--- src/rtl/uart_pkg.sv ---
// uart_pkg: definitions shared by the UART transmitter and receiver.
// Holds the frame state encoding, the default line/frame constants and a
// counter-width helper.
package uart_pkg;

    // Frame states. The encoding is shared with the receiver.
    typedef enum logic [2:0] {
        ST_IDLE   = 3'd0,
        ST_START  = 3'd1,
        ST_DATA   = 3'd2,
        ST_PARITY = 3'd3,
        ST_STOP   = 3'd4
    } uart_state_e;

    // Default line settings.
    localparam int UART_SYS_CLK_FREQ = 50_000_000;
    localparam int UART_BAUD_RATE    = 9600;
    localparam int UART_DATA_SIZE    = 8;
    localparam int UART_STOP_BITS    = 2;

    // Width of a counter that must reach max_val. The result is at least one
    // bit, so a counter whose maximum is 0 still has a legal declaration.
    function automatic int cnt_width(input int max_val);
        if (max_val < 2) begin
            return 1;
        end
        return $clog2(max_val + 1);
    endfunction

endpackage

--- src/rtl/uart_baud_gen.sv ---
// uart_baud_gen: bit-period counter for the UART.
// Counts 0 .. CLKS_PER_BIT-1 and asserts tick in the last cycle of each
// period. restart forces the count back to 0 so that a new frame's first bit
// gets a full period.
module uart_baud_gen
    import uart_pkg::*;
#(
    parameter int CLKS_PER_BIT = UART_SYS_CLK_FREQ / UART_BAUD_RATE
) (
    input  logic clk,
    input  logic rst,
    input  logic restart,
    output logic tick
);

    localparam int                CNT_W   = cnt_width(CLKS_PER_BIT - 1);
    localparam logic [CNT_W-1:0]  CNT_MAX = CNT_W'(CLKS_PER_BIT - 1);

    logic [CNT_W-1:0] cnt_q;

    // Bit-period count: wraps at CNT_MAX, forced to 0 on restart or reset.
    always_ff @(posedge clk) begin
        if (!rst) begin
            cnt_q <= '0;
        end else if (restart || (cnt_q == CNT_MAX)) begin
            cnt_q <= '0;
        end else begin
            cnt_q <= cnt_q + 1'b1;
        end
    end

    assign tick = (cnt_q == CNT_MAX);

endmodule

--- src/rtl/uart_tx.sv ---
// uart_tx: UART transmitter.
// Frame: start bit (0), DATA_SIZE data bits LSB first, an optional even
// parity bit, then STOP_BITS stop bits (1). Each bit lasts CLKS_PER_BIT clocks.
// Build option: define UART_TX_PARITY_EN to include the parity bit. The
// receiver always expects parity, so define UART_TX_PARITY_EN when this
// block drives it.
//
// Handshake: a frame is accepted in any cycle where tx_start=1, rst=1 and the
// FSM is IDLE (tx_busy=0). data_in is captured in that cycle. tx_start is
// ignored in every other cycle; there is no queue. tx_busy rises the cycle
// after acceptance. tx_done pulses in the last cycle of the final stop bit.
// tx_busy falls the cycle after that pulse.
module uart_tx
    import uart_pkg::*;
#(
    parameter int DATA_SIZE    = UART_DATA_SIZE,
    parameter int STOP_BITS    = UART_STOP_BITS,
    parameter int SYS_CLK_FREQ = UART_SYS_CLK_FREQ,
    parameter int BAUD_RATE    = UART_BAUD_RATE,
    parameter int CLKS_PER_BIT = SYS_CLK_FREQ / BAUD_RATE
) (
    input  logic                 clk,
    input  logic                 rst,
    input  logic [DATA_SIZE-1:0] data_in,
    input  logic                 tx_start,
    output logic                 data_tx,
    output logic                 tx_busy,
    output logic                 tx_done,
    output uart_state_e          dbg_state
);

    localparam int               BIT_W     = cnt_width(DATA_SIZE - 1);
    localparam int               STOP_W    = cnt_width(STOP_BITS - 1);
    localparam logic [BIT_W-1:0]  LAST_BIT  = BIT_W'(DATA_SIZE - 1);
    localparam logic [STOP_W-1:0] LAST_STOP = STOP_W'(STOP_BITS - 1);

    uart_state_e           state_q,    state_n;
    logic [DATA_SIZE-1:0]  shift_q,    shift_n;
    logic [BIT_W-1:0]      bit_cnt_q,  bit_cnt_n;
    logic [STOP_W-1:0]     stop_cnt_q, stop_cnt_n;
    logic                  data_tx_q,  data_tx_n;
    logic                  busy_q,     busy_n;
`ifdef UART_TX_PARITY_EN
    logic                  parity_q,   parity_n;
`endif
    logic                  restart;
    logic                  tick;

    uart_baud_gen #(
        .CLKS_PER_BIT (CLKS_PER_BIT)
    ) u_baud_gen (
        .clk     (clk),
        .rst     (rst),
        .restart (restart),
        .tick    (tick)
    );

    // State register plus the registered line, busy flag and frame counters.
    always_ff @(posedge clk) begin
        if (!rst) begin
            state_q    <= ST_IDLE;
            shift_q    <= '0;
            bit_cnt_q  <= '0;
            stop_cnt_q <= '0;
            data_tx_q  <= 1'b1;
            busy_q     <= 1'b0;
`ifdef UART_TX_PARITY_EN
            parity_q   <= 1'b0;
`endif
        end else begin
            state_q    <= state_n;
            shift_q    <= shift_n;
            bit_cnt_q  <= bit_cnt_n;
            stop_cnt_q <= stop_cnt_n;
            data_tx_q  <= data_tx_n;
            busy_q     <= busy_n;
`ifdef UART_TX_PARITY_EN
            parity_q   <= parity_n;
`endif
        end
    end

    // Next-state logic. data_tx_n is the value of the next bit, so the line
    // changes on the same edge as the state.
    always_comb begin
        state_n    = state_q;
        shift_n    = shift_q;
        bit_cnt_n  = bit_cnt_q;
        stop_cnt_n = stop_cnt_q;
        data_tx_n  = data_tx_q;
        busy_n     = busy_q;
`ifdef UART_TX_PARITY_EN
        parity_n   = parity_q;
`endif
        restart    = 1'b0;

        case (state_q)
            ST_IDLE: begin
                data_tx_n = 1'b1;
                busy_n    = 1'b0;
                if (tx_start) begin
                    state_n    = ST_START;
                    shift_n    = data_in;
                    bit_cnt_n  = '0;
                    stop_cnt_n = '0;
                    data_tx_n  = 1'b0;
                    busy_n     = 1'b1;
                    restart    = 1'b1;
`ifdef UART_TX_PARITY_EN
                    parity_n   = ^data_in;
`endif
                end
            end

            ST_START: begin
                if (tick) begin
                    state_n   = ST_DATA;
                    data_tx_n = shift_q[0];
                    shift_n   = shift_q >> 1;
                end
            end

            ST_DATA: begin
                if (tick) begin
                    if (bit_cnt_q == LAST_BIT) begin
`ifdef UART_TX_PARITY_EN
                        state_n   = ST_PARITY;
                        data_tx_n = parity_q;
`else
                        state_n   = ST_STOP;
                        data_tx_n = 1'b1;
`endif
                    end else begin
                        bit_cnt_n = bit_cnt_q + 1'b1;
                        data_tx_n = shift_q[0];
                        shift_n   = shift_q >> 1;
                    end
                end
            end

`ifdef UART_TX_PARITY_EN
            ST_PARITY: begin
                if (tick) begin
                    state_n   = ST_STOP;
                    data_tx_n = 1'b1;
                end
            end
`endif

            ST_STOP: begin
                data_tx_n = 1'b1;
                if (tick) begin
                    if (stop_cnt_q == LAST_STOP) begin
                        state_n = ST_IDLE;
                        busy_n  = 1'b0;
                    end else begin
                        stop_cnt_n = stop_cnt_q + 1'b1;
                    end
                end
            end

            default: begin
                state_n   = ST_IDLE;
                data_tx_n = 1'b1;
                busy_n    = 1'b0;
            end
        endcase
    end

    // tx_done is decoded from registered state in the last cycle of the final
    // stop bit. It is gated by rst so that a reset never produces a pulse.
    assign tx_done   = rst && (state_q == ST_STOP) && tick && (stop_cnt_q == LAST_STOP);
    assign data_tx   = data_tx_q;
    assign tx_busy   = busy_q;
    assign dbg_state = state_q;

endmodule

--- config.mk ---
export PLATFORM = sky130hd
export DESIGN_NAME = uart_tx
export DESIGN_NICKNAME = d
export VERILOG_FILES = /design/src/rtl/uart_pkg.sv /design/src/rtl/uart_baud_gen.sv /design/src/rtl/uart_tx.sv
export SDC_FILE = /design/constraint.sdc
export NUM_CORES = 1
export LEC_CHECK = 0
export CAP_MARGIN = 5
export CORE_MARGIN = 4
export CORE_UTILIZATION = 55
export CTS_BUF_LIST = sky130_fd_sc_hd__clkbuf_8
export DETAILED_ROUTE_END_ITERATION = 6
export PLACE_DENSITY = 0.82
export SLEW_MARGIN = 5
export SYNTH_ARGS = -nofsm -noshare
export SYNTH_HDL_FRONTEND = slang
export SYNTH_SLANG_ARGS = --single-unit
export TNS_END_PERCENT = 30
--- constraint.sdc ---
create_clock -name clk -period 2.5 [get_ports clk]
set_input_delay 0.5 -clock clk [delete_from_list [all_inputs] [get_ports clk]]
set_output_delay 0.5 -clock clk [all_outputs]
set_load 0.01 [all_outputs]
======== Word-level counts from Yosys, hierarchy flattened ========
Cells that the tools add are included.
storage, ports and cells
  flip-flop bits (word level) ............. 30
  input port bits ......................... 11
  word-level logic and storage cells ...... 70
operators by class
  add/sub/neg operators ................... 3
  equal/unequal tests ..................... 12
  mux-type cells .......................... 30
  bitwise logic cells ..................... 2
  reduce and logical (&&, ||, !) cells .... 16
operators by type and width
  operator                 count
  $mux W8                  4
  $mux W3                  9
  $pmux W8 S3              1
  $ne A2 B2 Y1 const B     7
  $add A13 B1 Y13 const B  1
  $eq A13 B13 Y1 const B   1
  $pmux W3 S4              1
  $mux W1                  11
  $eq A3 B3 Y1 const B     2
  $pmux W1 S3              2
  $pmux W3 S2              1
  $reduce_and A3 Y1        2
  $reduce_and A6 Y1        1
  $reduce_and A5 Y1        1
  $reduce_and A4 Y1        1
  $reduce_bool A2 Y1       2
  $reduce_or A2 Y1         2
  $add A3 B1 Y3 const B    1
  $eq A3 B1 Y1 const B     1
  $eq A3 B2 Y1 const B     1
  $logic_and A1 B1 Y1      3
  $logic_not A3 Y1         1
  $reduce_bool A3 Y1       1
  $not A1 Y1               2
  other kinds (4)          4

======== Depth between registers and ports, before layout ========
  word-level depth ........................ 4
  gate-level depth with buffers ........... 7

======== Cells and area by module ========
From an unflattened synthesis, not the netlist that was laid out.
unflattened totals
  cell total of the unflattened synthesis .. 173
  area, all modules ....................... 1,632.8 µm²
modules (own cells, without submodules)
  module         instances  cells each  area an instance (µm²)  sequential area each (µm²)
  uart_tx        1          100         908.4                   340.3
  uart_baud_gen  1          73          724.4                   260.2

======== Worst setup path after synthesis ========
OpenSTA, ideal clock, no wires.
  path type ............................... in2out
  start ................................... in rst
  end ..................................... out tx_done
  data arrival time ....................... 1.361 ns
  data required time ...................... 2.000 ns
  setup slack ............................. 0.639 ns
  stages on the path ...................... 4
  path buffers ............................ 2
  path through ............................ clkbuf_1 clkbuf_1 nand2_1 nor3_1
on the way
  word-level cells in the longest chain between the ends .. 3
RTL lines
  element                           line            RTL
  from (decl)                       uart_tx.sv:23   input logic rst,
  $logic_and A1 B1 Y1 (3 in a row)  uart_tx.sv:172  assign tx_done = rst && (state_q == ST_STOP) && tick && (stop_cnt_q == LAST_STOP);
  to (decl)                         uart_tx.sv:28   output logic tx_done,
Every way passes these cells.

======== Worst setup path in the final report ========
  start ................................... reg u_baud_gen.cnt_q[0]
  end ..................................... out tx_done
on the way
  word-level cells in the longest chain between the ends .. 3
RTL lines
  element                           line                 RTL
  from (decl)                       uart_baud_gen.sv:19  logic [CNT_W-1:0] cnt_q;
  from (signal assigned)            uart_baud_gen.sv:28  cnt_q <= cnt_q + 1'b1;
  $eq A13 B13 Y1                    uart_baud_gen.sv:32  assign tick = (cnt_q == CNT_MAX);
  $logic_and A1 B1 Y1 (2 in a row)  uart_tx.sv:172
Every way passes these cells.

==> impl_metrics.ini <==
[sta]
layout_setup_ws_ns = 0.395
hold_violations = 0
min_period_ns = 2.10
fmax_mhz = 475
rsz0062_at_grt = no
tightest_slew_ns = 0.632
setup_viol = 0
slew_viol_final = 0
maxSlewHeadroom_pct = 57.5
fin_crit_sh_pct = 84.2
skew_ns = 0.00923
fin_setup_tns_ns = 0

[worst_hold_path]
holdPathEnd = u_baud_gen.cnt_q[0]
hold_path_class = reg -> reg
min_from = u_baud_gen.cnt_q[0]
holdPathStages = 1

[critical_path]
crit_arrival_ns = 1.60
start_kind = flip-flop
timing.rr.end = shift_q[7]
regToRegSetupSlack_ns = 0.50
regToRegStartpoint = bit_cnt_q[0]
crit_type = reg -> out
critPathRequiredTime_ns = 2.00
path_delay_family = simple AND/OR/NAND/NOR gates
crit_slowest_cell = dfxtp_1
r2r_cells = 6
crit_path_cell_trace = ha_2 > and4_1 > nand3_1 > nor3_2 > dlymetal6s2s_1
worstSetupStartpoint = u_baud_gen.cnt_q[0]
max_stage_delay_ns = 0.35
cp-end-kind = output pin
crit_fanout = 4
crit_buf_inv = 1

[yosys]
synthTopCellsByCount = dfxtp_1, nand2_1, nor2_1
synthCells = 168
synth_warnings = 0
synth_seq_cells = 30
synth_top_cell_by_area = dfxtp_1
synth_sequential_area_ratio_pct = 40.6
synth_most_common_cell = dfxtp_1
synth_flop_cell = dfxtp_1
syn_nets = 182
synth_area_per_cell_um2 = 8.80
yosys.area.top_type_share_pct = 40.6
synth_edf_count = 0
async_flop_share_pct = 0
yosys-top-cells-area = dfxtp_1, nand2_1, mux2i_1
synth.distinct_cells = 41
mappedNetlistArea_mm2 = 0.00148

[place]
portBuffers = 16
dp_slack_ns = 0.267
dp_cells = 208
routabilityCongestion = 0.840
dp_hpwl_um = 2040
post_dp_cell_area_mm2 = 0.00165

[clock_tree]
htree_levels = 2
clock_latency_ns = 0.28
cts_root_buf = clkbuf_8
clockBufferDepth = 2
cts_buffers = 5
clk_pin_slew_ns = 0.05
cts_tree = done
postCtsHoldBufs = 0
cts.sinks = 30

[floorplan]
die_area_mm2 = 0.00358
coreArea_mm2 = 0.00252
start_util_pct = 58.6
ios = 17
rows = 18
die_h_um = 59.9
die_w_um = 59.9

[grt]
grt_pass1_wl_um = 5280
grt_max_degree = 30
grt_pass1_vias = 1194
grt-ovfl-total = 0
antenna_found_initial = 0
grt_usage_pct = 19.9

[power_and_ir_drop]
power_density_mw_per_mm2 = 592
p_total_mw = 1.06
irDropWorstVdd_uv = 571
power_leakage_nw = 0.673

[drt]
drcViolationCount = 0
drtIter0Drc = 56
vias = 1260
antenna_left = 0
drt_wl_total_um = 3010
viasPerCell = 5.83
wl_per_cell_um = 13.9
firstDrtPassIters = 4

[final_layout]
drive_above_1_share_pct = 11.3
finalNetCount = 199
fin_cells = 216
diodes = 0
fin_area_mm2 = 0.00178
area_growth_pct = 20.6

[status]
status = finished, final reports clean

[run]
max_cap_violations = 0
per-stage QoR:
stage          hold WS, ns  utilization, %
3_3_place_gp         0.423            65.6
3_5_place_dp         0.432            65.6
5_1_grt              0.482            70.7
6_report             0.455            70.7
4_1_cts              0.440            69.9
2_1_floorplan        0.413               -
metal layers:
metal,share of wire [%],GRT usage (%)
met1,46,24.6
met4,2.9,10.1
met5,0,0
met2,47,29.5
met3,4.7,8.21
worst max path at each step:
stage                         to  slack (ns)  depth (start not counted)
floorplan                tx_done        0.64                          4
global placement         tx_done        0.28                          4
detailed placement  bit_cnt_q[0]        0.27                          5
CTS                      tx_done      0.0001                          5
global route             tx_done        0.25                          5
finish                   tx_done        0.40                          5
layout make-up:
class	instances	area [um2]
Inverter	3	11.3
Fill cell	206	739
Timing Repair Buffer	19	185
Clock buffer	8	110
Multi-Input combinational cell	126	838
Tap cell	30	37.5
Sequential cell	30	601
cells in the final DEF, fill, tap and decap left out, types with 2 or more instances in the layout:
cell | netlist | layout
a21o_1 | 3 | 3
nand4_1 | 2 | 2
xnor2_1 | 6 | 6
nand2b_1 | 2 | 2
inv_1 | 3 | 3
clkdlybuf4s50_1 | 0 | 15
and4_1 | 2 | 2
and3_1 | 4 | 4
and2_1 | 2 | 2
o21ai_0 | 3 | 3
dfxtp_1 | 30 | 30
nor3b_1 | 2 | 2
ha_1 | 3 | 2
xor2_1 | 5 | 5
nand2_1 | 19 | 19
o211ai_1 | 7 | 7
a31oi_1 | 2 | 2
nor3_1 | 5 | 4
nand3_1 | 8 | 8
mux2i_1 | 7 | 7
nor2_1 | 15 | 15
buf_4 | 0 | 3
o22ai_1 | 3 | 3
a21oi_1 | 3 | 3
or3_1 | 7 | 7
clkbuf_8 | 0 | 8
what timing repair did:
item,in CTS,in global routing
setup endpoints to repair,0,1
resized for setup,0,4
buffers inserted,0,0
cells by family (layout without fill, tap and decap cells):
group	after synthesis	after routing	share of synthesized area [%]
buffers and inverters	12	30	3.81
flip-flops	30	30	40.6
XOR/XNOR	11	11	6.51
AND/OR/NAND/NOR	77	77	28.8
multiplexers	7	7	4.74
adder cells (fa/ha/maj)	3	3	2.54
AO/OA/AOI/OAI	28	28	13.0
worst register-to-register path, stage by stage, from the launching register on:
cell and delay [ns]:
dfxtp_1 0.33, ha_1 0.20, ha_1 0.23, or3b_1 0.37
a21o_1 0.19, a21o_1 0.30, a31o_1 0.27
power by group:
part,internal (mW),switching [mW],leakage (nW)
Sequential,0.497,0.0117,0.244
Clock,0.277,0.171,0.0575
Combinational,0.0509,0.0468,0.371
Total,0.825,0.230,0.673
state kept, by name, indices dropped and copies added (netlist names):
register and count:
stop_cnt_q 1, u_baud_gen.cnt_q 13, tx_busy 1, shift_q 8, bit_cnt_q 3, dbg_state 3, data_tx 1
Note: power is estimated with default switching activity, not from simulation.
